<file path="config.mk">
export PLATFORM = sky130hd
export DESIGN_NAME = lcd_status_writer
export DESIGN_NICKNAME = d
export VERILOG_FILES = /design/src/rtl/lcd_status_writer.sv
export SDC_FILE = /design/constraint.sdc
export NUM_CORES = 1
export LEC_CHECK = 0
export BUFFER_PORTS_ARGS = -buffer_cell sky130_fd_sc_hd__buf_2
export CAP_MARGIN = 20
export CORE_MARGIN = 1.5
export CORE_UTILIZATION = 39
export CTS_CLUSTER_SIZE = 8
export DETAILED_ROUTE_END_ITERATION = 12
export GPL_ROUTABILITY_DRIVEN = 0
export SLEW_MARGIN = 20
export SYNTH_ARGS = -nofsm -noshare
export SYNTH_HDL_FRONTEND = slang
export SYNTH_SLANG_ARGS = --single-unit
</file>
<file path="constraint.sdc">
create_clock -name clk -period 2.7 [get_ports clk]
set_input_delay 0 -clock clk [delete_from_list [all_inputs] [get_ports clk]]
set_output_delay 0 -clock clk [all_outputs]
set_load 0.05 [all_outputs]
</file>
<file path="src/rtl/lcd_status_writer.sv">
// lcd_status_writer: HD44780 8-bit write-only driver; runs the LCD power-up/init
//   sequence, then on request writes a 2x16 status frame (hunger, health, face code).
// Ports: clk, rst (sync active-high), start, hunger[2:0], health[2:0], face_code[2:0],
//   busy, rs, rw (always 0), data[7:0], enable.
module lcd_status_writer #(
  parameter int T_POWERUP = 750000,
  parameter int T_EN      = 25,
  parameter int T_CMD     = 2500,
  parameter int T_CLEAR   = 100000
) (
  input  logic       clk,
  input  logic       rst,
  input  logic       start,
  input  logic [2:0] hunger,
  input  logic [2:0] health,
  input  logic [2:0] face_code,
  output logic       busy,
  output logic       rs,
  output logic       rw,
  output logic [7:0] data,
  output logic       enable
);

  localparam int MAX_A = (T_POWERUP > T_CLEAR) ? T_POWERUP : T_CLEAR;
  localparam int MAX_B = (T_CMD > T_EN) ? T_CMD : T_EN;
  localparam int MAXP  = (MAX_A > MAX_B) ? MAX_A : MAX_B;
  localparam int CW    = $clog2(MAXP + 1);

  // Counters count down to zero, so each load value is the duration minus one.
  localparam logic [CW-1:0] LD_POWERUP = CW'(T_POWERUP - 1);
  localparam logic [CW-1:0] LD_EN      = CW'(T_EN - 1);
  localparam logic [CW-1:0] LD_CMD     = CW'(T_CMD - 1);
  localparam logic [CW-1:0] LD_CLEAR   = CW'(T_CLEAR - 1);
  localparam logic [CW-1:0] CNT_ONE    = CW'(1);
  localparam logic [CW-1:0] CNT_ZERO   = '0;

  localparam logic [5:0] INIT_LAST  = 6'd3;
  localparam logic [5:0] FRAME_LAST = 6'd33;

  typedef enum logic [1:0] {ST_POWERUP, ST_INIT, ST_IDLE, ST_FRAME} state_t;
  typedef enum logic [1:0] {PH_SETUP, PH_PULSE, PH_HOLD} phase_t;

  state_t        state, state_n;
  phase_t        phase, phase_n;
  logic [CW-1:0] cnt, cnt_n;
  logic [5:0]    idx, idx_n;
  logic          pending;
  logic          latch_vals;
  logic [2:0]    hunger_q, health_q, face_q;

  logic [7:0]    cur_byte;
  logic          cur_is_char;
  logic          is_clear;
  logic          go_frame;

  // Byte currently being transferred; a pure function of state/idx/latched values,
  // so it cannot change within a SETUP..HOLD window.
  always_comb begin
    cur_byte    = 8'h00;
    cur_is_char = 1'b0;
    if (state == ST_INIT) begin
      case (idx)
        6'd0:    cur_byte = 8'h38;
        6'd1:    cur_byte = 8'h0C;
        6'd2:    cur_byte = 8'h06;
        default: cur_byte = 8'h01;
      endcase
    end else if (state == ST_FRAME) begin
      cur_is_char = (idx != 6'd0) && (idx != 6'd17);
      case (idx)
        6'd0:    cur_byte = 8'h80;
        6'd1:    cur_byte = 8'h48;
        6'd2:    cur_byte = 8'h41;
        6'd3:    cur_byte = 8'h4D;
        6'd4:    cur_byte = 8'h42;
        6'd5:    cur_byte = 8'h52;
        6'd6:    cur_byte = 8'h45;
        6'd7:    cur_byte = 8'h3A;
        6'd8:    cur_byte = {5'b00110, hunger_q};
        6'd9:    cur_byte = 8'h20;
        6'd10:   cur_byte = 8'h53;
        6'd11:   cur_byte = 8'h41;
        6'd12:   cur_byte = 8'h4C;
        6'd13:   cur_byte = 8'h55;
        6'd14:   cur_byte = 8'h44;
        6'd15:   cur_byte = 8'h3A;
        6'd16:   cur_byte = {5'b00110, health_q};
        6'd17:   cur_byte = 8'hC0;
        6'd18:   cur_byte = 8'h45;
        6'd19:   cur_byte = 8'h53;
        6'd20:   cur_byte = 8'h54;
        6'd21:   cur_byte = 8'h41;
        6'd22:   cur_byte = 8'h44;
        6'd23:   cur_byte = 8'h4F;
        6'd24:   cur_byte = 8'h3A;
        6'd25:   cur_byte = {5'b00110, face_q};
        default: cur_byte = 8'h20;
      endcase
    end
  end

  assign is_clear = (state == ST_INIT) && (cur_byte == 8'h01);
  // A start arriving in the very last HOLD cycle is honoured as if already pending.
  assign go_frame = pending || start;

  // State register
  always_ff @(posedge clk) begin
    if (rst) begin
      state    <= ST_POWERUP;
      phase    <= PH_SETUP;
      cnt      <= LD_POWERUP;
      idx      <= 6'd0;
      pending  <= 1'b0;
      hunger_q <= 3'd0;
      health_q <= 3'd0;
      face_q   <= 3'd0;
    end else begin
      state <= state_n;
      phase <= phase_n;
      cnt   <= cnt_n;
      idx   <= idx_n;
      if (latch_vals) begin
        pending  <= 1'b0;
        hunger_q <= hunger;
        health_q <= health;
        face_q   <= face_code;
      end else if (start && (state != ST_IDLE)) begin
        pending <= 1'b1;
      end
    end
  end

  // Next-state logic
  always_comb begin
    state_n    = state;
    phase_n    = phase;
    cnt_n      = cnt;
    idx_n      = idx;
    latch_vals = 1'b0;
    case (state)
      ST_POWERUP: begin
        if (cnt == CNT_ZERO) begin
          state_n = ST_INIT;
          phase_n = PH_SETUP;
          idx_n   = 6'd0;
        end else begin
          cnt_n = cnt - CNT_ONE;
        end
      end
      ST_IDLE: begin
        if (start) begin
          state_n    = ST_FRAME;
          phase_n    = PH_SETUP;
          idx_n      = 6'd0;
          latch_vals = 1'b1;
        end
      end
      default: begin
        case (phase)
          PH_SETUP: begin
            phase_n = PH_PULSE;
            cnt_n   = LD_EN;
          end
          PH_PULSE: begin
            if (cnt == CNT_ZERO) begin
              phase_n = PH_HOLD;
              cnt_n   = is_clear ? LD_CLEAR : LD_CMD;
            end else begin
              cnt_n = cnt - CNT_ONE;
            end
          end
          default: begin
            if (cnt != CNT_ZERO) begin
              cnt_n = cnt - CNT_ONE;
            end else if ((state == ST_INIT && idx == INIT_LAST) ||
                         (state == ST_FRAME && idx == FRAME_LAST)) begin
              if (go_frame) begin
                state_n    = ST_FRAME;
                phase_n    = PH_SETUP;
                idx_n      = 6'd0;
                latch_vals = 1'b1;
              end else begin
                state_n = ST_IDLE;
                phase_n = PH_SETUP;
              end
            end else begin
              idx_n   = idx + 6'd1;
              phase_n = PH_SETUP;
            end
          end
        endcase
      end
    endcase
  end

  // Output logic
  always_comb begin
    busy   = (state != ST_IDLE);
    rw     = 1'b0;
    rs     = cur_is_char;
    data   = cur_byte;
    enable = ((state == ST_INIT) || (state == ST_FRAME)) && (phase == PH_PULSE);
  end

endmodule
</file>
# Yosys cells after proc, flatten, opt, wreduce, memory -nomap -nowiden
# Cells that the tools add are included.
# word_totals
regBits	40
inputBits	12
output_inout_bits	12
# op_classes
n_addsub	2
n_eq_ne	40
muxes	38
n_bitwise	1
reduce_logical	28
# op_table
operator	n
$pmux W8 S18	1
$pmux W20 S2	2
$eq A6 B5 Y1 const B	10
$mux W20	3
$eq A6 B4 Y1 const B	7
$mux W6	6
$eq A6 B3 Y1 const B	4
$logic_not A20 Y1	1
$reduce_bool A20 Y1	1
$sub A20 B1 Y20 const B	1
$mux W2	9
$pmux W6 S3	1
$mux W17	1
$mux W8	2
$eq A6 B2 Y1 const B	2
$pmux W2 S2	3
$pmux W6 S2	1
$reduce_and A5 Y1	2
$reduce_or A2 Y1	5
$eq A8 B1 Y1 const B	1
$mux W1	8
$ne A2 B2 Y1 const B	4
$add A6 B1 Y6 const B	1
$eq A6 B1 Y1 const B	1
20 further kinds	32

# Logic depth before layout (Yosys ltp)
# Gate-level depths: netlist (run 1).
# logic_depth
depth_word	11
ltp_mapped	9
ltp_nobuf	7

# Worst setup path after synthesis (run 1)
# Ideal clock, no wire load.
# synth_timing
path_type	register to output
start	reg idx[3]
end	out data[1]
t_arrival_ns	2.685
slack_ns	0.015
path_stages_with_launch	8
path_cell_list	dfxtp_1 > clkbuf_1 > clkbuf_1 > clkbuf_1 > nand3_1 > a31oi_1 > o21ai_0 > a311oi_1
# synth_via
elab_chain_len	5
word_cells_on_any_way	34
classes_between	eq/ne: 24; mux: 4; reduce/logical: 6
# synth_lines
element	line_no	rtl
start, declared	46	logic [5:0] idx, idx_n;
start signal, assigned	121	idx <= idx_n;
$eq A6 B5 Y1 (tied with other cells)	70	case (idx)
$reduce_or A3 Y1 (no source line) or $reduce_or A2 Y1 (tied branches)	n/a	
$pmux W8 S18	70	
$mux W8	68	end else if (state == ST_FRAME) begin
$mux W8 (*)	61	if (state == ST_INIT) begin
end, declared	20	output logic [7:0] data,
# Every way passes the cells marked *; elsewhere a longest branch is shown, timed or not.

# Worst setup path after layout (run 1)
# layout_timing
start	reg cnt[0]
end	reg cnt[16]
# layout_via
elab_chain_len	4
word_cells_on_any_way	11
classes_between	add/sub: 1; eq/ne: 1; mux: 5; reduce/logical: 4
# layout_lines
element	line_no	rtl
start, declared	45	logic [CW-1:0] cnt, cnt_n;
start signal, assigned	120	cnt <= cnt_n;
$sub A20 B1 Y20 or $logic_not A20 Y1 (tied branches)	n/a	
$mux W20, on equally long branches	173, 165	
$pmux W20 S2	159	case (phase)
$pmux W20 S2	140	case (state)
# Parallel ways exist; a longest one is shown, timed or not. The select of a mux whose other input is x is not followed.
# A chain may end at the register's enable or synchronous reset.

==> results of run 1 <==
==> power breakdown <==
group | switching [W] | total [W] | internal (W) | leakage [nW]
logic | 0.0000301 | 0.0000622 | 0.0000321 | 0.957
registers | 0.00000659 | 0.000601 | 0.000594 | 0.324
clock network | 0.000229 | 0.000508 | 0.000279 | 0.0583
==> registers in the layout, summed over array words and instances (netlist names) <==
register and cells:
state 2, hunger_q 3, health_q 3, cnt 20
pending 1, face_q 3, idx 6, phase 2
==> cells in the final DEF, fill, tap and decap left out, drive strengths merged, types with 3 or more instances in the layout <==
cell / netlist / routed
a211o: 3 / 3
a211oi: 5 / 5
a21oi: 28 / 28
a221o: 5 / 5
a221oi: 3 / 3
a22oi: 4 / 4
a311oi: 5 / 5
a31oi: 6 / 6
and2: 4 / 4
buf: 12 / 46
clkbuf: 16 / 5
dfxtp: 40 / 40
dlygate4sd3: 1 / 9
ha: 6 / 6
inv: 10 / 10
mux2i: 14 / 14
nand2: 19 / 19
nand2b: 21 / 21
nand3: 27 / 27
nand3b: 5 / 5
nand4: 5 / 5
nor2: 32 / 32
nor2b: 7 / 7
nor3: 8 / 8
nor3b: 3 / 3
nor4: 10 / 10
o211ai: 7 / 7
o21a: 5 / 5
o21ai: 33 / 33
o31ai: 8 / 8
or3: 6 / 6
or4: 9 / 9
xor2: 3 / 3
==> cells in the mapped netlist (3+ instances only) <==
cell | instances | area (µm²)
nor4_1 | 9 | 56.3
a21oi_1 | 27 | 135
a211oi_1 | 5 | 37.5
nand4_1 | 5 | 31.3
or4_1 | 4 | 30.0
o31ai_1 | 7 | 52.6
o211ai_1 | 6 | 45.0
nand2_1 | 18 | 67.6
nor3_1 | 7 | 35.0
a221o_1 | 5 | 50.1
inv_1 | 10 | 37.5
clkbuf_1 | 16 | 60.1
buf_6 | 6 | 67.6
or3_1 | 6 | 37.5
dfxtp_1 | 40 | 801
xor2_1 | 3 | 26.3
a31oi_1 | 5 | 31.3
nor3b_1 | 3 | 22.5
o21ai_0 | 32 | 160
and2_1 | 4 | 25.0
nand3b_1 | 5 | 37.5
ha_1 | 6 | 75.1
buf_4 | 5 | 37.5
o21a_1 | 5 | 37.5
a311oi_1 | 5 | 43.8
mux2i_1 | 14 | 140
or4_4 | 5 | 56.3
nor2_1 | 32 | 120
nand3_1 | 27 | 135
a221oi_1 | 3 | 26.3
nand2b_1 | 21 | 131
a211o_1 | 3 | 26.3
a22oi_1 | 4 | 30.0
nor2b_1 | 7 | 43.8
==> worst paths after layout <==
check	startpoint	to	slack, ns
max reg2reg	cnt[0]$_SDFFE_PP1P_	cnt[16]$_SDFFE_PP1P_	0.21
min	start	pending$_SDFFE_PP0P_	0.1
min reg2reg	hunger_q[2]$_SDFFE_PP0P_	hunger_q[2]$_SDFFE_PP0P_	0.48
max	cnt[0]$_SDFFE_PP1P_	cnt[16]$_SDFFE_PP1P_	0.21
==> kinds of logic (layout without fill, tap and decap cells) <==
kind of cell	after synthesis	after routing	synth area share, %
multiplexers	14	14	4.48
XOR/XNOR	5	5	1.40
other	1	1	0.120
flip-flops	40	40	25.6
AND/OR/NAND/NOR	165	165	30.0
adder cells (fa/ha/maj)	6	6	2.40
AO/OA/AOI/OAI	129	129	29.1
buffers and inverters	39	73	6.92
==> metrics by stage <==
step	setup slack (ns)	instance area, µm²	std cells
floorplan	0.0154	3130	399
global placement	0.266	3370	518
detailed placement	0.249	3370	518
CTS	0.222	3570	535
global route	0.0824	3580	535
finish	0.211	3580	535
==> layer usage <==
layer,vias to the layer above,routed length (µm)
li1,1571,-
met1,1507,3910
met2,105,4280
met3,18,392
met4,0,229
met5,-,0
==> final cells by class <==
type | instances | area share [%]
multi-input combinational | 320 | 59.1
sequential | 40 | 22.4
timing repair buffer | 55 | 10.6
tap | 102 | 3.57
clock buffer | 5 | 1.92
clock inverter | 3 | 1.33
inverter | 10 | 1.05
==> worst max-delay path, cell delays in order (launching register included) <==
cell,delay [ns]
dfxtp_1,0.41
inv_1,0.11
ha_1,0.21
nor4b_1,0.14
buf_4,0.14
and2_1,0.18
a31oi_4,0.48
buf_4,0.24
o21ai_0,0.09
a221o_1,0.35
==> repair_timing <==
action,in CTS,in global routing
gates resized for setup,0,1
setup endpoints to repair,0,1
hold buffers,9,0
endpoints found under the hold margin,9,0
==> results.sh, run 1 <==
export IMPL_avgSynthCellArea_um2=7.84
export IMPL_crit_type="register to register"
export IMPL_dp_hpwl_um=6300
export IMPL_multi_input_area_mm2=0.00212
export IMPL_viasPerCell=5.98
export IMPL_synthCells=399
export IMPL_grt_pass1_wl_um=14600
export IMPL_setup_tns_ns=0
export IMPL_num_antenna_cells=0
export IMPL_async_reset_ff_share_pct=0
export IMPL_period_share_pct=92.2
export IMPL_synthesis_nets=417
export IMPL_critPathMaxFanout=17
export IMPL_dr_pass1_iters=5
export IMPL_yosys_warnings=0
export IMPL_yosysSeqAreaShare_pct=25.6
export IMPL_synth_cell_types=65
export IMPL_hold_class="primary input to register"
export IMPL_grt_antenna_before_repair=0
export IMPL_postCtsSetupBuffers=0
export IMPL_timing_fmax_ghz=0.402
export IMPL_maxSlewHeadroom_pct=52.8
export IMPL_worstPathRequired_ns=2.89
export IMPL_io_pins=24
export IMPL_clk_pin_slew_worst_paths_ns=0.09
export IMPL_skew_ns=0.00742
export IMPL_p_per_area_mw_per_mm2=327
export IMPL_syn2layout_area_growth_pct=14.4
export IMPL_tritoncts="done"
export IMPL_p_leak_nw=1.34
export IMPL_end_kind="register"
export IMPL_grt_setup_unrepaired="false"
export IMPL_n_fill_cell=780
export IMPL_port_buffers=22
export IMPL_numCtsBuffers=5
export IMPL_fin_util_pct=46.3
export IMPL_worstSkewPairLatency_ns=0.30
export IMPL_grt_overflow=0
export IMPL_syn_area_mm2=0.00313
export IMPL_drv_cap=0
export IMPL_htreeDepth=2
export IMPL_die_height_um=92.5
export IMPL_met3_usage_pct=2.87
export IMPL_synth_edf_count=0
export IMPL_fin_nets=450
export IMPL_finalPower_w=0.00117
export IMPL_ant_nets=0
export IMPL_tightest_slew_ns=0.709
export IMPL_ff2ff_path_depth=9
export IMPL_min_path_cells=3
export IMPL_dieArea_mm2=0.00856
export IMPL_clk_path_buf_depth=2
export IMPL_peakVddDrop_mv=0.214
export IMPL_outcome="finished, final reports clean"
export IMPL_ctsRootBufferMaster="clkbuf_8"
export IMPL_vias=3201
export IMPL_grt_max_degree=46
export IMPL_clock_sinks=40
export IMPL_wl_um=8810
export IMPL_synth_seq_cells=40
export IMPL_wl_per_cell_um=16.5
export IMPL_cp_start_kind="register"
export IMPL_drv_slew=0
export IMPL_worst_hold_slack_ns=0.0963
export IMPL_first_iter_violations=159
export IMPL_final_hold_viol_count=0
export IMPL_ys_flop_type="dfxtp_1"
export IMPL_gr_usage_all_layers_pct=21.3
export IMPL_coreArea_mm2=0.00773
export IMPL_period_minus_slack_ns=2.49
export IMPL_die_w_um=92.5
export IMPL_met2_usage_pct=36.6
export IMPL_drcViolationCount=0
export IMPL_start_util_pct=40.5
export IMPL_grt_pass1_vias=2958
export IMPL_cp_arrival_ns=2.68
export IMPL_drive_gt1_share_pct=17.1
export IMPL_seqCellArea_um2=801
export IMPL_rows=32
export IMPL_setup_violations=0
export IMPL_grt_busiest_layer="met2"
export IMPL_globalRouteMet1Util_pct=26.7
(Power assumes the default switching activity.)
==> inputs of run 2 (changes only) <==
Settings changed: CTS_BUF_LIST set to sky130_fd_sc_hd__clkbuf_4 sky130_fd_sc_hd__clkbuf_8, GPL_TIMING_DRIVEN set to 0.
==> results.sh, run 2 (synthesized netlist as in run 1, its figures left out) <==
export IMPL_finalPower_w=0.00107
export IMPL_clkPwrFrac_pct=37.4
export IMPL_wl_per_cell_um=17.7
export IMPL_viasPerCell=6.11
export IMPL_pwr_share_seq_pct=56.0
export IMPL_port_buffers=21
export IMPL_p_per_area_mw_per_mm2=300
export IMPL_outcome="finished, final reports clean"
export IMPL_maxSlewHeadroom_pct=40.6
export IMPL_wl_um=9580
export IMPL_tritoncts="done"
export IMPL_period_minus_slack_ns=2.57
export IMPL_dieArea_mm2=0.00856
export IMPL_drv_cap=0
export IMPL_fin_nets=456
export IMPL_grt_antenna_before_repair=0
export IMPL_setup_violations=0
export IMPL_ant_nets=0
export IMPL_num_antenna_cells=0
export IMPL_gr_usage_all_layers_pct=23.0
export IMPL_end_kind="register"
export IMPL_p_sw_w=0.000252
export IMPL_crit_type="register to register"
export IMPL_die_height_um=92.5
export IMPL_final_cell_mix="40 x dfxtp_1, 32 x nor2_1, 31 x o21ai_0"
export IMPL_dr_pass1_iters=6
export IMPL_grt_overflow=0
export IMPL_drv_slew=0
export IMPL_setup_tns_ns=0
export IMPL_vias=3297
export IMPL_cp_arrival_ns=2.74
export IMPL_period_share_pct=95.1
export IMPL_reg_largest_list="cnt: 20 flops, idx: 6 flops"
export IMPL_combPwrFrac_pct=6.6
export IMPL_ctsRootBufferMaster="clkbuf_8"
export IMPL_worstSkewPairLatency_ns=0.29
export IMPL_worst_hold_slack_ns=0.00616
export IMPL_clock_sinks=40
export IMPL_p_int_w=0.000817
export IMPL_multi_input_area_mm2=0.00212
export IMPL_cp_start_kind="register"
export IMPL_worst_slack_ns=0.132
export IMPL_n_fill_cell=786
export IMPL_largest_reg_flops=20
export IMPL_clk_path_buf_depth=2
export IMPL_start_util_pct=40.5
export IMPL_switching_share_pct=23.6
export IMPL_first_iter_violations=264
export IMPL_dp_hpwl_um=6950
export IMPL_pre_cts_slack_ns=0.0251
export IMPL_die_w_um=92.5
export IMPL_coreArea_mm2=0.00773
export IMPL_layout_commonest_cell="dfxtp_1"
export IMPL_drive_gt1_share_pct=15.5
export IMPL_rows=32
export IMPL_p_leak_nw=1.31
export IMPL_syn2layout_area_growth_pct=13.9
export IMPL_final_hold_viol_count=0
export IMPL_hold_class="primary input to register"
export IMPL_timing_fmax_ghz=0.389
export IMPL_clk_pin_slew_worst_paths_ns=0.08
export IMPL_critPathMaxFanout=9
export IMPL_seqCellArea_um2=801
export IMPL_grt_max_degree=12
export IMPL_largest_register="cnt"
export IMPL_tightest_slew_ns=0.890
export IMPL_peakVddDrop_mv=0.176
export IMPL_htreeDepth=2
export IMPL_grt_setup_unrepaired="false"
export IMPL_grt_pass1_wl_um=15600
export IMPL_worstPathRequired_ns=2.87
export IMPL_io_pins=24
export IMPL_numCtsBuffers=5
export IMPL_grt_pass1_vias=3040
export IMPL_skew_ns=0.0127
export IMPL_drcViolationCount=0
[run 2: worst paths after layout]
check / startpoint / to / slack (ns) / cells past startpoint
max reg2reg: cnt[10]$_SDFFE_PP0P_ / health_q[0]$_SDFFE_PP0P_ / 0.13 / 6
min: rst / health_q[2]$_SDFFE_PP0P_ / 0.006 / 3
max: cnt[10]$_SDFFE_PP0P_ / health_q[0]$_SDFFE_PP0P_ / 0.13 / 6
min reg2reg: hunger_q[1]$_SDFFE_PP0P_ / hunger_q[1]$_SDFFE_PP0P_ / 0.48 / 2
[run 2: what timing repair did]
action                                  in CTS  in global routing
hold buffers                                 9                  0
hold endpoints to repair                     9                  0
gates resized for setup                      3                 11
pin swaps                                    0                  1
gates cloned                                 0                  0
endpoints found under the setup margin       4                  3
setup buffers                                0                  2
[run 2: routing by layer]
layer,track usage (%),share of wire [%],vias up
met4,7.69,2.7,0
met2,39.7,49,119
met1,29.3,44,1584
met5,0,0,-
li1,-,-,1572
met3,2.87,4.9,22
[run 2: power by group through the flow]
stage | Sequential [W] | Combinational (W) | Clock [W]
5_1_grt | 0.000600 | 0.0000781 | 0.000430
2_1_floorplan | 0.000612 | 0.0000413 | 0
3_3_place_gp | 0.000612 | 0.0000595 | 0
4_1_cts | 0.000599 | 0.0000710 | 0.000411
3_5_place_dp | 0.000612 | 0.0000607 | 0
6_report | 0.000599 | 0.0000707 | 0.000399
[run 2: worst max-delay path: stages, from the launching register on]
cell and delay [ns]:
dfxtp_1 0.36, or4_4 0.60, or4_4 0.56, nor2_1 0.36
a221oi_1 0.21, buf_4 0.24, mux2i_1 0.13
[run 2: per-stage QoR]
| stage | instances | utilization (%) | instance area, µm² |
|---|---|---|---|
| floorplan | 399 | - | 3130 |
| global route | 540 | 46.1 | 3560 |
| global placement | 522 | 43.5 | 3360 |
| detailed placement | 522 | 43.5 | 3360 |
| CTS | 538 | 45.8 | 3540 |
| finish | 540 | 46.1 | 3560 |
[run 2: area by class of cell]
class | instances | area share [%]
Buffer | 29 | 5.23
Timing Repair Buffer | 32 | 5.90
Sequential cell | 40 | 22.5
Tap cell | 102 | 3.58
Clock inverter | 1 | 0.140
Clock buffer | 6 | 2.14
Inverter | 10 | 1.05
Multi-Input combinational cell | 320 | 59.5
==> inputs of run 3 (changes only) <==
Settings changed: CTS_BUF_LIST sky130_fd_sc_hd__clkbuf_4 sky130_fd_sc_hd__clkbuf_8 to sky130_fd_sc_hd__clkbuf_16.
==> results.sh, run 3 (synthesized netlist as in run 1, its figures left out) <==
export IMPL_gr_usage_all_layers_pct=23.1
export IMPL_port_buffers=21
export IMPL_layout_commonest_cell="dfxtp_1"
export IMPL_wl_per_cell_um=17.8
export IMPL_fin_nets=454
export IMPL_finalPower_w=0.00123
export IMPL_grt_overflow=0
export IMPL_peakVddDrop_mv=0.209
export IMPL_cp_arrival_ns=2.74
export IMPL_skew_ns=0.00798
export IMPL_end_kind="register"
export IMPL_first_iter_violations=229
export IMPL_worstPathCellList="or4_4 > or4_4 > nor2_1 > a221oi_1 > buf_4 > mux2i_1"
export IMPL_hold_class="primary input to register"
export IMPL_clock_sinks=40
export IMPL_setup_tns_ns=0
export IMPL_die_w_um=92.5
export IMPL_n_fill_cell=778
export IMPL_drive_gt1_share_pct=14.9
export IMPL_drcViolationCount=0
export IMPL_period_minus_slack_ns=2.58
export IMPL_dieArea_mm2=0.00856
export IMPL_outcome="finished, final reports clean"
export IMPL_grt_pass1_vias=3067
export IMPL_largest_register="cnt"
export IMPL_postCtsSetupBuffers=0
export IMPL_largest_reg_flops=20
export IMPL_final_hold_viol_count=0
export IMPL_critPathMaxFanout=9
export IMPL_dp_hpwl_um=6950
export IMPL_cp_start_kind="register"
export IMPL_worstSkewPairLatency_ns=0.28
export IMPL_io_pins=24
export IMPL_ctsRootBufferMaster="clkbuf_16"
export IMPL_rows=32
export IMPL_tritoncts="done"
export IMPL_p_per_area_mw_per_mm2=343
export IMPL_die_height_um=92.5
export IMPL_num_antenna_cells=0
export IMPL_wl_um=9590
export IMPL_crit_type="register to register"
export IMPL_ant_nets=0
export IMPL_htreeDepth=2
export IMPL_vias=3305
export IMPL_reg_largest_list="cnt: 20 flops, idx: 6 flops"
export IMPL_tightest_slew_ns=0.873
export IMPL_setup_violations=0
export IMPL_start_util_pct=40.5
export IMPL_dr_pass1_iters=4
export IMPL_grt_pass1_wl_um=15700
export IMPL_crit_top_cell="or4_4"
export IMPL_viasPerCell=6.14
export IMPL_maxSlewHeadroom_pct=41.7
export IMPL_rrSetupSlack_ns=0.12
export IMPL_drv_slew=0
export IMPL_critPathSlowestCell="or4_4"
export IMPL_grt_antenna_before_repair=0
export IMPL_grt_setup_unrepaired="false"
export IMPL_numCtsBuffers=5
export IMPL_worstPathRequired_ns=2.86
export IMPL_drv_cap=0
export IMPL_p_leak_nw=1.33
export IMPL_timing_fmax_ghz=0.388
export IMPL_grt_max_degree=12
export IMPL_cpPeakStageDelay_ns=0.59
export IMPL_syn2layout_area_growth_pct=15.1
export IMPL_final_cell_mix="40 x dfxtp_1, 32 x nor2_1, 31 x o21ai_0"
export IMPL_clk_path_buf_depth=2
export IMPL_clk_pin_slew_worst_paths_ns=0.06
export IMPL_period_share_pct=95.4
export IMPL_coreArea_mm2=0.00773
[run 3: cell type report]
type                    instances  area, µm²  share of cell area [%]
well taps                     102        128                    3.55
multi-input cells             320       2120                    58.8
inverters                      10       37.5                    1.04
clock inverters                 2       8.76                   0.243
plain buffers                  29        186                    5.18
flip-flops and latches         40        801                    22.2
clock buffers                   5        125                    3.48
repair buffers                 30        195                    5.42
[run 3: worst paths after layout]
kind,start,depth (start not counted),to
worst max-delay path,cnt[10]$_SDFFE_PP0P_,6,hunger_q[2]$_SDFFE_PP0P_
worst min-delay path,rst,3,health_q[2]$_SDFFE_PP0P_
worst max register to register,cnt[10]$_SDFFE_PP0P_,6,hunger_q[2]$_SDFFE_PP0P_
worst min register to register,hunger_q[1]$_SDFFE_PP0P_,2,hunger_q[1]$_SDFFE_PP0P_
[run 3: worst max-delay path: cells and delay by family (launching register included)]
family | cells | cell delay (ns)
AND/OR/NAND/NOR | 3 | 1.51
flip-flops | 1 | 0.36
buffers and inverters | 1 | 0.24
AO/OA/AOI/OAI | 1 | 0.21
multiplexers | 1 | 0.13
[run 3: power by group]
group,internal [W],switching (W),total [W]
Combinational,0.0000360,0.0000344,0.0000705
Sequential,0.000595,0.00000436,0.000600
Clock,0.000332,0.000231,0.000563
[run 3: per-stage QoR]
step,area [µm²],hold slack (ns),util (%),setup slack (ns),std cells
detailed placement,3360,0.265,43.5,0.0251,522
global placement,3360,0.262,43.5,0.0668,522
floorplan,3130,0.152,-,0.0154,399
finish,3600,0.0203,46.6,0.123,538
CTS,3590,0.0225,46.5,0.0769,538
global route,3600,0.0419,46.6,0.00244,538
[run 3: repair_timing]
action	CTS	global route
resized for setup	3	10
endpoints found under the setup margin	3	2
hold endpoints to repair	9	0
hold buffers	9	0
[run 3: layer usage]
metal / vias up / track usage (%) / share of wire (%)
met5: - / 0 / 0
met4: 0 / 8.59 / 2.3
met3: 17 / 2.87 / 5.6
met2: 127 / 40.2 / 49
met1: 1590 / 29.0 / 43
li1: 1571 / - / -
